$ cat src/rtl/store_pkg.sv
// Shared encodings for the store alignment path: access sizes, memory regions
// and FSM states, plus region-hit helpers.
package store_pkg;

  typedef enum logic [1:0] {
    SZ_B = 2'd0,
    SZ_H = 2'd1,
    SZ_W = 2'd2,
    SZ_D = 2'd3
  } size_e;

  localparam logic [3:0] REG_DMEM = 4'b0001;
  localparam logic [3:0] REG_IMEM = 4'b0010;
  localparam logic [3:0] REG_BOTH = 4'b0011;

  typedef enum logic [1:0] {
    IDLE  = 2'd0,
    BEAT0 = 2'd1,
    BEAT1 = 2'd2
  } state_e;

  function automatic logic hits_dmem(input logic [3:0] region);
    return (region == REG_DMEM) || (region == REG_BOTH);
  endfunction

  function automatic logic hits_imem(input logic [3:0] region);
    return (region == REG_IMEM) || (region == REG_BOTH);
  endfunction

endpackage

$ cat src/rtl/store_align_unit_if.sv
// Request and memory-beat signals of the store alignment unit.
// The master modport is the execute/memory side; the slave modport is the unit.
interface store_align_unit_if #(
  parameter int DATA_W = 32,
  parameter int ADDR_W = 32
);
  localparam int NB = DATA_W / 8;

  logic              req_valid;
  logic              req_ready;
  logic [1:0]        req_size;
  logic [ADDR_W-1:0] req_addr;
  logic [DATA_W-1:0] req_data;

  logic              mem_valid;
  logic              mem_ready;
  logic [ADDR_W-1:0] mem_addr;
  logic [DATA_W-1:0] mem_data;
  logic [NB-1:0]     dmem_we;
  logic [NB-1:0]     imem_we;
  logic              mem_last;
  logic              err_pulse;

  modport master (
    output req_valid, req_size, req_addr, req_data, mem_ready,
    input  req_ready, mem_valid, mem_addr, mem_data, dmem_we, imem_we,
           mem_last, err_pulse
  );

  modport slave (
    input  req_valid, req_size, req_addr, req_data, mem_ready,
    output req_ready, mem_valid, mem_addr, mem_data, dmem_we, imem_we,
           mem_last, err_pulse
  );

endinterface

$ cat src/rtl/store_lane_shift.sv
// Combinational byte-lane generator: places a right-justified store of 2**size
// bytes at byte offset off inside a two-word window (mask and data).
module store_lane_shift #(
  parameter  int DATA_W = 32,
  localparam int NB     = DATA_W / 8,
  localparam int OFF_W  = $clog2(NB)
) (
  input  logic [OFF_W-1:0]    off,
  input  logic [1:0]          size,
  input  logic [DATA_W-1:0]   data,
  output logic [2*NB-1:0]     wide_mask,
  output logic [2*DATA_W-1:0] wide_data,
  output logic                split,
  output logic                legal
);

  localparam int CNT_W = OFF_W + 4;

  logic [CNT_W-1:0]  nbytes;
  logic [NB-1:0]     lane_en;
  logic [DATA_W-1:0] data_kept;

  always_comb begin
    nbytes    = CNT_W'(1) << size;
    lane_en   = '0;
    data_kept = '0;
    // Bytes above the access size are dropped so stale upper data never leaks into a lane.
    for (int b = 0; b < NB; b++) begin
      lane_en[b]          = (CNT_W'(b) < nbytes);
      data_kept[8*b +: 8] = lane_en[b] ? data[8*b +: 8] : 8'h00;
    end
    wide_mask = {{NB{1'b0}}, lane_en} << off;
    wide_data = {{DATA_W{1'b0}}, data_kept} << {off, 3'b000};
    split     = (CNT_W'(off) + nbytes) > CNT_W'(NB);
    legal     = nbytes <= CNT_W'(NB);
  end

endmodule

$ cat src/rtl/store_align_unit.sv
// Store alignment unit: turns one store request into one or two word-aligned
// memory beats with per-region byte-write masks.
//
// state | meaning
// IDLE  | no beat pending, request port open
// BEAT0 | first (or only) beat presented on the memory port
// BEAT1 | second beat of a word-straddling store presented
module store_align_unit
  import store_pkg::*;
#(
  parameter int DATA_W           = 32,
  parameter int ADDR_W           = 32,
  parameter int REGION_MSB       = 31,
  parameter int ALLOW_MISALIGNED = 1
) (
  input logic               clk,
  input logic               rst,
  store_align_unit_if.slave bus
);

  localparam int NB    = DATA_W / 8;
  localparam int OFF_W = $clog2(NB);

  state_e            state;
  logic              valid_q;
  logic              last_q;
  logic              err_q;
  logic [ADDR_W-1:0] addr_q;
  logic [DATA_W-1:0] data_q;
  logic [NB-1:0]     dmem_q;
  logic [NB-1:0]     imem_q;

  logic [ADDR_W-1:0] b1_addr;
  logic [DATA_W-1:0] b1_data;
  logic [NB-1:0]     b1_dmem;
  logic [NB-1:0]     b1_imem;

  logic [OFF_W-1:0]    off;
  logic [ADDR_W-1:0]   base;
  logic [ADDR_W-1:0]   base_next;
  logic [2*NB-1:0]     wide_mask;
  logic [2*DATA_W-1:0] wide_data;
  logic                split;
  logic                legal;
  logic [3:0]          region0;
  logic [3:0]          region1;
  logic [NB-1:0]       b0_dmem_n;
  logic [NB-1:0]       b0_imem_n;
  logic [NB-1:0]       b1_dmem_n;
  logic [NB-1:0]       b1_imem_n;
  logic                accept;
  logic                beat_done;

  assign off       = bus.req_addr[OFF_W-1:0];
  assign base      = {bus.req_addr[ADDR_W-1:OFF_W], {OFF_W{1'b0}}};
  assign base_next = base + ADDR_W'(NB);

  store_lane_shift #(.DATA_W(DATA_W)) u_lane_shift (
    .off       (off),
    .size      (bus.req_size),
    .data      (bus.req_data),
    .wide_mask (wide_mask),
    .wide_data (wide_data),
    .split     (split),
    .legal     (legal)
  );

  // Each beat is decoded on its own address; the second beat may cross into another region.
  always_comb begin
    region0   = base[REGION_MSB -: 4];
    region1   = base_next[REGION_MSB -: 4];
    b0_dmem_n = hits_dmem(region0) ? wide_mask[NB-1:0]    : '0;
    b0_imem_n = hits_imem(region0) ? wide_mask[NB-1:0]    : '0;
    b1_dmem_n = hits_dmem(region1) ? wide_mask[2*NB-1:NB] : '0;
    b1_imem_n = hits_imem(region1) ? wide_mask[2*NB-1:NB] : '0;
  end

  assign beat_done     = valid_q && bus.mem_ready;
  assign accept        = bus.req_valid && bus.req_ready;
  assign bus.req_ready = (state == IDLE) || (beat_done && last_q);

  always_ff @(posedge clk or negedge rst) begin
    if (!rst) begin
      state   <= IDLE;
      valid_q <= 1'b0;
      last_q  <= 1'b0;
      err_q   <= 1'b0;
      addr_q  <= '0;
      data_q  <= '0;
      dmem_q  <= '0;
      imem_q  <= '0;
      b1_addr <= '0;
      b1_data <= '0;
      b1_dmem <= '0;
      b1_imem <= '0;
    end else begin
      err_q <= 1'b0;
      if (beat_done) begin
        if (!last_q) begin
          state  <= BEAT1;
          addr_q <= b1_addr;
          data_q <= b1_data;
          dmem_q <= b1_dmem;
          imem_q <= b1_imem;
          last_q <= 1'b1;
        end else begin
          state   <= IDLE;
          valid_q <= 1'b0;
          last_q  <= 1'b0;
          dmem_q  <= '0;
          imem_q  <= '0;
        end
      end
      // A new request overrides the retire above, giving one aligned store per cycle.
      if (accept) begin
        if (!legal || (split && (ALLOW_MISALIGNED == 0))) begin
          err_q <= 1'b1;
        end else begin
          state   <= BEAT0;
          valid_q <= 1'b1;
          last_q  <= !split;
          addr_q  <= base;
          data_q  <= wide_data[DATA_W-1:0];
          dmem_q  <= b0_dmem_n;
          imem_q  <= b0_imem_n;
          b1_addr <= base_next;
          b1_data <= wide_data[2*DATA_W-1:DATA_W];
          b1_dmem <= b1_dmem_n;
          b1_imem <= b1_imem_n;
        end
      end
    end
  end

  assign bus.mem_valid = valid_q;
  assign bus.mem_last  = last_q;
  assign bus.err_pulse = err_q;
  assign bus.mem_addr  = addr_q;
  assign bus.mem_data  = data_q;
  assign bus.dmem_we   = dmem_q;
  assign bus.imem_we   = imem_q;

endmodule

$ cat src/flat_wrapper.sv
// flat-port wrapper written by rule: the top's interface ports become plain ports
module store_align_unit_flat import store_pkg::*;
#(
  parameter int DATA_W           = 32,
  parameter int ADDR_W           = 32,
  parameter int REGION_MSB       = 31,
  parameter int ALLOW_MISALIGNED = 1
)
  (clk, rst, bus_req_valid, bus_req_size, bus_req_addr, bus_req_data, bus_mem_ready, bus_req_ready, bus_mem_valid, bus_mem_addr, bus_mem_data, bus_dmem_we, bus_imem_we, bus_mem_last, bus_err_pulse);
  store_align_unit_if #(.DATA_W(DATA_W), .ADDR_W(ADDR_W)) bus_i ();
  input logic clk;
  input logic rst;
  input wire logic [$bits(bus_i.req_valid)-1:0] bus_req_valid;
  input wire logic [$bits(bus_i.req_size)-1:0] bus_req_size;
  input wire logic [$bits(bus_i.req_addr)-1:0] bus_req_addr;
  input wire logic [$bits(bus_i.req_data)-1:0] bus_req_data;
  input wire logic [$bits(bus_i.mem_ready)-1:0] bus_mem_ready;
  output wire logic [$bits(bus_i.req_ready)-1:0] bus_req_ready;
  output wire logic [$bits(bus_i.mem_valid)-1:0] bus_mem_valid;
  output wire logic [$bits(bus_i.mem_addr)-1:0] bus_mem_addr;
  output wire logic [$bits(bus_i.mem_data)-1:0] bus_mem_data;
  output wire logic [$bits(bus_i.dmem_we)-1:0] bus_dmem_we;
  output wire logic [$bits(bus_i.imem_we)-1:0] bus_imem_we;
  output wire logic [$bits(bus_i.mem_last)-1:0] bus_mem_last;
  output wire logic [$bits(bus_i.err_pulse)-1:0] bus_err_pulse;
  assign bus_i.req_valid = bus_req_valid;
  assign bus_i.req_size = bus_req_size;
  assign bus_i.req_addr = bus_req_addr;
  assign bus_i.req_data = bus_req_data;
  assign bus_i.mem_ready = bus_mem_ready;
  assign bus_req_ready = bus_i.req_ready;
  assign bus_mem_valid = bus_i.mem_valid;
  assign bus_mem_addr = bus_i.mem_addr;
  assign bus_mem_data = bus_i.mem_data;
  assign bus_dmem_we = bus_i.dmem_we;
  assign bus_imem_we = bus_i.imem_we;
  assign bus_mem_last = bus_i.mem_last;
  assign bus_err_pulse = bus_i.err_pulse;
  store_align_unit #(.DATA_W(DATA_W), .ADDR_W(ADDR_W), .REGION_MSB(REGION_MSB), .ALLOW_MISALIGNED(ALLOW_MISALIGNED)) u_core (.clk(clk), .rst(rst), .bus(bus_i));
endmodule
$ cat config.mk
export PLATFORM = sky130hd
export DESIGN_NAME = store_align_unit_flat
export DESIGN_NICKNAME = d
export VERILOG_FILES = /design/src/rtl/store_pkg.sv /design/src/rtl/store_align_unit_if.sv /design/src/rtl/store_lane_shift.sv /design/src/rtl/store_align_unit.sv /design/src/flat_wrapper.sv
export SDC_FILE = /design/constraint.sdc
export NUM_CORES = 1
export LEC_CHECK = 0
export BUFFER_PORTS_ARGS = -buffer_cell sky130_fd_sc_hd__buf_2
export CAP_MARGIN = 20
export CORE_MARGIN = 8
export CORE_UTILIZATION = 45
export CTS_CLUSTER_SIZE = 16
export DETAILED_ROUTE_END_ITERATION = 7
export PLACE_DENSITY = 0.68
export SLEW_MARGIN = 40
export SYNTH_ARGS = -nofsm -noshare
export SYNTH_HDL_FRONTEND = slang
export SYNTH_SLANG_ARGS = --single-unit
$ cat constraint.sdc
create_clock -name clk -period 3 [get_ports clk]
set_input_delay 0.15 -clock clk [delete_from_list [all_inputs] [get_ports clk]]
set_output_delay 0.15 -clock clk [all_outputs]
set_load 0.01 [all_outputs]
# Word-level counts from Yosys, hierarchy flattened
# Cells that the tools add are included.
op_classes:
  mux: 38
  reduce_logical: 11
  mul: 0
  shift: 3
  magnitude_cmp: 6
  div: 0
  n_eq_ne: 6
  n_bitwise: 0
  addsub: 2
op_table:
  columns: ["cell", "count"]
  rows:
  - ["two-way mux 32 bit", 8]
  - ["<< shifter 32 x 5 -> 64 bit", 1]
  - ["two-way mux 4 bit", 12]
  - ["adder 32 x 3 -> 32 bit, second input constant", 1]
  - ["two-way mux 8 bit", 4]
  - ["equality test 4 x 2 -> 1 bit, second input constant", 4]
  - ["less-than comparator 1 x 6 -> 1 bit, first input constant", 2]
  - ["less-than comparator 2 x 6 -> 1 bit, first input constant", 2]
  - ["two-way mux 1 bit", 10]
  - ["equality test 4 x 1 -> 1 bit, second input constant", 2]
  - ["two-way mux 2 bit", 4]
  - ["<< shifter 4 x 2 -> 8 bit", 1]
  - ["adder 2 x 6 -> 6 bit", 1]
  - ["greater-than comparator 6 x 3 -> 1 bit, second input constant", 1]
  - ["less-or-equal comparator 6 x 3 -> 1 bit, second input constant", 1]
  - ["<< shifter 1 x 2 -> 6 bit, first input constant", 1]
  - ["logical OR 1 bit", 5]
  - ["logical AND 1 bit", 3]
  - ["logical NOT 2 bit", 1]
  - ["AND reduction 2 bit", 1]
  - ["logical NOT 1 bit", 1]
totals:
  rom_bits: 0
  wordCells: 78
  mem_count: 0
  latch_bits: 0
  regBits: 149
  out_inout_bits: 76
  mem_bits_rw: 0

# Depth between registers and ports, before layout
# Gate-level depths: netlist of run 1.
logic_depth:
  word_depth: 6
  ltp_mapped: 11
  ltp_nobuf: 9

# Modules after synthesis
# A second synthesis of run 1 with hierarchy kept.
hier_totals:
  cells_unflattened: 853
  hier_area_um2: 7732.4
modules_own_cells:
  columns: ["module", "seq_area_each_um2", "cells_each", "area_each_um2", "instances"]
  rows:
  - ["store_align_unit", 3678.5, 689, 6708.9, 1]
  - ["store_lane_shift", 0.0, 164, 1023.5, 1]

# Worst setup path before layout of run 1
# OpenSTA, ideal clock, no wires.
synth_timing:
  kind: "flip-flop to flip-flop"
  startpoint: "reg u_core.valid_q, in the netlist u_core.bus.mem_valid"
  endpoint: "reg u_core.b1_data[11]"
  t_required_ps: 2904
  stages_incl_launch_ff: 11
  setup_ps: 96
  slack_ps: 934
  t_arrival_ps: 1971
  path_buffers: 3
  path_cell_list: "dfrtp_1 nand2_1 inv_1 ha_1 o21bai_1 nand3_1 clkbuf_1 buf_2 buf_1 nand2_1 o31ai_1"
synth_via:
  elab_chain_len: 5
synth_lines:
  columns: ["item", "line_no", "source"]
  rows:
  - ["from (decl)", "store_align_unit.sv:25", "logic valid_q;"]
  - ["from (signal assigned)", "store_align_unit.sv:85", "valid_q <= 1'b0;"]
  - ["from (signal assigned)", "store_align_unit.sv:108", "valid_q <= 1'b0;"]
  - ["from (signal assigned)", "store_align_unit.sv:120", "valid_q <= 1'b1;"]
  - ["logical AND 1 bit", "store_align_unit.sv:78", "assign beat_done = valid_q && bus.mem_ready;"]
  - ["logical AND 1 bit", "store_align_unit.sv:80", "assign bus.req_ready = (state == IDLE) || (beat_done && last_q);"]
  - ["logical OR 1 bit", "store_align_unit.sv:80", null]
  - ["via bus_req_ready", "flat_wrapper.sv:18", "output wire logic [$bits(bus_i.req_ready)-1:0] bus_req_ready;"]
  - ["logical AND 1 bit", "store_align_unit.sv:79", "assign accept = bus.req_valid && bus.req_ready;"]
  - ["AND reduction 2 bit (no line)", null, null]
  - ["to (signal assigned)", "store_align_unit.sv:127", "b1_data <= wide_data[2*DATA_W-1:DATA_W];"]
  - ["to (decl)", "store_align_unit.sv:34", "logic [DATA_W-1:0] b1_data;"]
# The timed path passes the listed nets, and every way through them passes these cells.
# A chain may end at the register's enable or synchronous reset.

# Final worst setup path of run 1
layout_timing:
  startpoint: "in bus_req_addr[3]"
  endpoint: "reg u_core.b1_imem[2]"
layout_via:
  elab_chain_len: 4
  word_cells_on_any_way: 5
  classes_between: "1 x add/sub; 2 x eq/ne; 1 x mux; 1 x reduce/logical"
layout_lines:
  columns: ["item", "line_no", "source"]
  rows:
  - ["from (decl)", "flat_wrapper.sv:15", "input wire logic [$bits(bus_i.req_addr)-1:0] bus_req_addr;"]
  - ["adder 32 x 3 -> 32 bit (*)", "store_align_unit.sv:56", "assign base_next = base + ADDR_W'(NB);"]
  - ["equality test 4 x 2 -> 1 bit", "store_pkg.sv:27", "return (region == REG_IMEM) || (region == REG_BOTH);"]
  - ["logical OR 1 bit (*)", "store_pkg.sv:27", null]
  - ["two-way mux 4 bit (*)", "store_align_unit.sv:75", "b1_imem_n = hits_imem(region1) ? wide_mask[2*NB-1:NB] : '0;"]
  - ["to (signal assigned)", "store_align_unit.sv:129", "b1_imem <= b1_imem_n;"]
  - ["to (decl)", "store_align_unit.sv:36", "logic [NB-1:0] b1_imem;"]
# Mark *: on every way between the ends. The rest lies on a longest branch, timed or not.

==> out/results.ini, run 1 <==
[routing]
firstDrtPassIters=4
dr_wl_met2_um=8930
drcViolationCount=0
wl_met3_um=1320
drt_iter0_drc=421
met1Wirelength_um=8880
via_per_inst=5.36
top_layer_used=met4
wl_per_cell_um=17.5
totalWireLength_um=19500
ant_nets=0
vias=5994

[floorplanning]
die_h_um=142
initial_core_util_pct=45.5
core_area_sq_mm=0.0157
fp.dieArea_sq_mm=0.0202
row_count=46
io_pins=146
die_x_um=142

[critical_path]
cp.required_ns=3.30
worst_ep_arrival_time_ns=2.53
cp_max_fo=9
crit_path_start_kind=primary input
cp-end-kind=flip-flop
critPathKind=in2reg

[sta]
layout_min_cycle_time_ns=2.23
fmax_mhz=448
fin_setup_tns_ns=0
period_share_pct=74.4
finalMaxSlewViolations=0
worst_pin_slew_ns=0.845
relSlewSlack_pct=43.4
grt_setup_unrepaired=false
finalSetupViolCount=0
skew_ns=0.00873
hold_violations=0
worst_slack_ns=0.768

[cells_and_area]
nNetsFinal=964
drive_gt1_share_pct=25.5
syn_to_final_growth_pct=22.6
diodes=0
layout_commonest_cell=nand2_1
multi_input_area_sq_mm=0.00339
design_area_sq_mm=0.00877
final_cell_mix=146 x nand2_1, 144 x buf_2, 137 x dfrtp_1
fill_cells=1430
regArea_sq_mm=0.00343

[synthesis]
syn_avg_cell_area_sq_um=9.48
synthDominantCellAreaShare_pct=47.9
yosys.area_share.simple_pct=16.9
synth_compound_area_share_pct=15.5
synth_top_family_by_area=simple AND/OR/NAND/NOR gates
yosys-top-cells-area=dfrtp_1 48%, nand2_1 7.7%, mux2i_1 7.6%, o21ai_0 6.6%, mux2_2 2.7%
synth_cell_type_count=56
synth_xor_area_share_pct=3.53
synth_edf_count=0
synth-adder-area-share_pct=0.979
synth_area_leader_cell=dfrtp_1
async_flop_share_pct=100
syn_area_sq_mm=0.00715
yosys_warnings=0
synthMuxAreaShare_pct=10.2
netlist_instances=755
ys.flop_type=dfrtp_1
synth-seq-cells=137
syn_nets=830
yosysSeqAreaShare_pct=47.9

[place]
place_ws_ns=0.820
dpl.hpwl_um=13600
placed_cell_area_sq_mm=0.00798
io_buffers=145
gp_congestion=0.844

[min_path]
hp-class=in2reg

[clock_network]
htree_levels=4
cts-root-buf=clkbuf_16
clk_pin_slew_worst_paths_ns=0.06
postCtsSetupRepairBufs=0
cts_buffer_depth=2
numCtsBuffers=17
clk_latency_ns=0.42
clock-sinks=137
cts_resized=0
cts_tree=done

[global_route]
grtUsageTotal_pct=19.9
grt_first_pass_wirelength_um=31900
grt-ovfl-total=0
antenna_found_initial=0
grt_pass1_vias=6010
grt_start_max_net_pins=77

[run_status]
status=finished, final reports clean

[power_and_ir_drop]
switching_share_pct=34.9
seq_power_share_pct=39.2
max-vdd-ir-drop_v=0.000509
p_per_area_mw_per_mm2=866
internal_power_uw=4950
p_comb_share_pct=32.1
clock_power_share_pct=28.6
p_switching_uw=2650
leakagePower_uw=0.00429

[flow_run]
maxCapViolations=0

## worst max-delay path, cell delays in order
cell and delay [ns]:
dlygate4sd3_1 0.52, buf_2 0.13, ha_1 0.19, and4_1 0.46
nand2_2 0.11, nor4_2 0.37, xor2_2 0.19, o41ai_1 0.40
## state kept, by name, indices dropped and copies added, names as in the netlist
name                  flops
u_core.b1_data           24
u_core.state              2
u_core.b1_imem            3
u_core.bus.imem_we        4
u_core.b1_dmem            3
u_core.b1_addr           30
u_core.bus.mem_addr      32
u_core.bus.err_pulse      1
u_core.bus.mem_data      32
u_core.bus.mem_valid      1
u_core.bus.mem_last       1
u_core.bus.dmem_we        4
## synth_stat cells (2+ instances only)
cell type and count:
o41ai_1 5, mux2_2 17, or2_2 3, o21ai_0 94, and4_1 5, nor3_1 11
o211ai_1 8, buf_4 3, a21o_1 2, xor2_1 10, nor4_1 2, nand4_1 5
ha_1 4, a22oi_1 13, nand3_4 2, nand3_1 29, inv_1 9, a21oi_1 18
buf_2 10, clkbuf_1 32, mux2i_1 54, buf_1 4, a221o_1 2, nand2_1 146
a211oi_1 9, clkbuf_8 2, xnor2_1 17, o21a_1 8, and3_1 7, buf_6 6
o31ai_1 9, dfrtp_1 137, nor2_1 42, a31o_2 8
## repair_timing
item	in CTS	in global routing
endpoints found under the hold margin	90	0
hold buffers	18	0
setup endpoints to repair	0	0
## kinds of logic after synthesis
| logic type | count (synthesis) |
|---|---|
| DFF | 137 |
| and+or+nand+nor | 263 |
| buffers and inverters | 69 |
| adders and majority gates | 5 |
| muxes | 71 |
| AOI/OAI and AO/OA | 182 |
| xor gates and xnor gates | 28 |
## metal layers
layer  track usage, %  vias to the layer above
met5                0                        -
met1             26.1                     2849
met2             30.5                      188
met4             7.91                        0
met3             5.37                       28
li1                 -                     2929
## through the flow
step                      power (uW)  instances  hold WS (ns)  util (%)
after floorplan                 4510        755        -0.146         -
after global placement          5400       1068         0.239      50.8
after detailed placement        5480       1068         0.235      50.8
after CTS                       7680       1118       0.00245      55.8
after global routing            8120       1118        0.0252      55.8
final                           7600       1118        0.0206      55.8
## final cells by class
cell class	instances	share of cell area, %
repair buffers	174	11.8
flip-flops and latches	137	39.1
inverters	10	0.428
well taps	216	3.08
clock buffers	18	5.01
clock inverters	14	1.95
multi-input cells	549	38.7
## final timing paths
path                                 startpoint                 endpoint  slack (ns)  cells past startpoint
max                             bus_req_addr[3]        u_core.b1_imem[2]        0.77                      8
min                             bus_req_addr[5]   u_core.bus.mem_addr[5]        0.02                      3
max reg2reg                u_core.bus.mem_valid    u_core.bus.dmem_we[2]        0.80                      8
min reg2reg                  u_core.b1_addr[14]       u_core.b1_addr[14]        0.48                      2
max in group asynchronous                   rst        u_core.b1_addr[8]        1.85                      3
min in group asynchronous                   rst  u_core.bus.mem_addr[22]        0.34                      2
## power groups by stage
stage | clock network, uW | registers, uW | logic (uW)
after floorplan | 0 | 3120 | 1390
after global placement | 0 | 3000 | 2410
after detailed placement | 0 | 3010 | 2460
after CTS | 2200 | 2990 | 2490
after global routing | 2280 | 3080 | 2760
final | 2170 | 2980 | 2440
No activity file was read; power rests on OpenSTA's default activity.
==> run 2, diff against run 1 <==
--- a/config.mk
+++ b/config.mk
@@ -5,13 +5,14 @@
 export SDC_FILE = /design/constraint.sdc
 export NUM_CORES = 1
 export LEC_CHECK = 0
+export ABC_AREA = 1
 export BUFFER_PORTS_ARGS = -buffer_cell sky130_fd_sc_hd__buf_2
 export CAP_MARGIN = 20
 export CORE_MARGIN = 8
 export CORE_UTILIZATION = 45
 export CTS_CLUSTER_SIZE = 16
 export DETAILED_ROUTE_END_ITERATION = 7
-export PLACE_DENSITY = 0.68
+export PLACE_DENSITY = 0.67
 export SLEW_MARGIN = 40
 export SYNTH_ARGS = -nofsm -noshare
 export SYNTH_HDL_FRONTEND = slang
==> constraint.sdc (replaced) <==
create_clock -name clk -period 2.2 [get_ports clk]
set_input_delay 0.11 -clock clk [delete_from_list [all_inputs] [get_ports clk]]
set_output_delay 0.11 -clock clk [all_outputs]
set_load 0.01 [all_outputs]
==> run 2 against run 1 <==
Compared with the run above:
- synthesized cell count increased by 24%
- largest cell class unchanged
- non-clock buffer count grew 14
- core utilization rose by 1.7 points
- clock power increased by 47%
- global-route usage is 1.9 points higher
- combinational power is 59% higher
- sequential cell count did not move
- die area increased by 1.6%
- critical path depth is 1 higher
- setup slack got worse by 0.58 ns
- highest routed layer unchanged
- final area up 3.8%
==> out/results.ini, run 2 <==
[place]
dpl.hpwl_um=14700
dp_cells=1257
place_ws_ns=0.0285
io_buffers=145
gp_congestion=0.845

[floorplanning]
fp.dieArea_sq_mm=0.0205
die_x_um=143
initial_core_util_pct=46.0
row_count=46
core_area_sq_mm=0.0158
io_pins=146
die_h_um=143

[sta]
grt_setup_unrepaired=false
worst_slack_ns=0.188
skew_ns=0.00726
layout_min_cycle_time_ns=2.01
relSlewSlack_pct=53.9
period_share_pct=91.5
finalSetupViolCount=0
worst_pin_slew_ns=0.692
fmax_mhz=497
fin_setup_tns_ns=0
finalMaxSlewViolations=0
hold_violations=0
hold-worst-slack_ns=0.0117

[synthesis]
yosysSeqAreaShare_pct=47.1
synthDominantCellAreaShare_pct=47.1
synth-seq-cells=137
syn_avg_cell_area_sq_um=7.76
synth_edf_count=0
synth.most_common_cell=nand2_1
synth_area_leader_cell=dfrtp_1
ys_top_cells_by_count=275 x nand2_1, 137 x dfrtp_1, 90 x nor2_1
ys.flop_type=dfrtp_1
async_flop_share_pct=100
synth_cell_type_count=40
yosys_warnings=0
netlist_instances=938
syn_nets=1013
syn_area_sq_mm=0.00728
yosys-top-cells-area=dfrtp_1 47%, nand2_1 14%, nand3_1 5.6%, o21ai_0 5.2%, nor2_1 4.6%

[global_route]
grt_pass1_vias=6649
grt_start_max_net_pins=146
antenna_found_initial=0
grt_first_pass_wirelength_um=35100
grtUsageTotal_pct=21.8
grt-ovfl-total=0

[min_path]
hp-class=in2reg

[critical_path]
critPathKind=reg2reg
crit_path_start_kind=flip-flop
cp_max_fo=76
worstPathCellList=nand2_1, inv_1, ha_1, o21bai_2, nand3_4, inv_8, buf_4, nand2_1, o211ai_1
cp-end-kind=flip-flop
cpMaxStageDelayCell=dfrtp_1
slowest_delay_ns=0.37
worst_ep_arrival_time_ns=2.34
r2r_slack_ns=0.19
cp.required_ns=2.53
path_common_cell=nand2_1

[routing]
vias=6973
via_per_inst=5.31
totalWireLength_um=22000
drcViolationCount=0
drt_iter0_drc=582
ant_nets=0
firstDrtPassIters=5
wl_per_cell_um=16.7

[cells_and_area]
drive_gt1_share_pct=21.1
fill_cells=1461
syn_to_final_growth_pct=25.0
layout_commonest_cell=nand2_1
diodes=0
final_util_pct=57.5
nNetsFinal=1160
fin_cells=1314
final_cell_mix=274 x nand2_1, 144 x buf_2, 137 x dfrtp_1

[clock_network]
cts_buffer_depth=2
postCtsSetupRepairBufs=0
numCtsBuffers=17
cts-root-buf=clkbuf_16
htree_levels=4
clk_pin_slew_worst_paths_ns=0.06
clock-sinks=137
clk_latency_ns=0.42
cts_tree=done

[run_status]
status=finished, final reports clean

[power_and_ir_drop]
leakagePower_uw=0.00442
p_per_area_mw_per_mm2=1230
max-vdd-ir-drop_v=0.000666

[flow_run]
maxCapViolations=0

==> run 2: final cells by class <==
class                   count  area [sq um]  share of cell area [%]
well taps                 216           270                    2.97
inverters                  63           244                    2.68
flip-flops and latches    137          3430                    37.6
clock inverters            11           193                    2.12
repair buffers            188          1180                    12.9
clock buffers              21           470                    5.17
multi-input cells         678          3320                    36.5
==> run 2: critical path, delay by kind of cell (launching register included) <==
kind / cells / cell delay, ns
buf+inv: 3 / 0.71
simple gates: 3 / 0.34
fa+ha+maj: 1 / 0.15
flops: 1 / 0.37
compound gates: 2 / 0.34
==> run 2: kinds of logic (layout without fill, tap and decap cells) <==
kind of cell / Yosys count / count (layout) / synth area share (%)
AND/OR/NAND/NOR: 484 / 484 / 28.4
AO/OA/AOI/OAI: 182 / 182 / 15.2
flip-flops: 137 / 137 / 47.1
buffers and inverters: 123 / 283 / 7.51
XOR/XNOR: 7 / 7 / 0.842
adder cells (fa/ha/maj): 5 / 5 / 0.962
==> run 2: per-layer routing <==
layer / global-route usage [%] / vias to the layer above / share of wire [%]
met3: 5.91 / 32 / 8.5
li1: - / 3412 / -
met2: 32.3 / 264 / 44
met4: 7.75 / 0 / 1.9
met5: 0 / - / 0
met1: 30.0 / 3265 / 45
==> run 2: repair_timing <==
| action | CTS | global route |
|---|---|---|
| resized for setup | 0 | 3 |
| hold buffers | 24 | 0 |
| setup endpoints to repair | 0 | 48 |
| hold endpoints to repair | 92 | 0 |
==> run 2: worst paths after layout <==
check / start / end / cells past startpoint
max in group asynchronous: rst / u_core.bus.imem_we[3] / 3
max: u_core.bus.mem_valid / u_core.b1_addr[15] / 9
min: bus_req_addr[31] / u_core.bus.mem_addr[31] / 3
min in group asynchronous: rst / u_core.bus.mem_addr[6] / 2
min reg2reg: u_core.b1_data[18] / u_core.b1_data[18] / 2
max reg2reg: u_core.bus.mem_valid / u_core.b1_addr[15] / 9
==> run 2: through the flow <==
stage / total power (uW) / instance area (sq um)
6_report: 11200 / 9110
5_1_grt: 12000 / 9110
4_1_cts: 11200 / 9070
3_5_place_dp: 7960 / 8170
3_3_place_gp: 7860 / 8170
2_1_floorplan: 6480 / 7280
==> run 2: power breakdown <==
part	internal (uW)	switching, uW
Sequential	3570	558
Combinational	1490	2380
Clock	2100	1100
Total	7160	4040
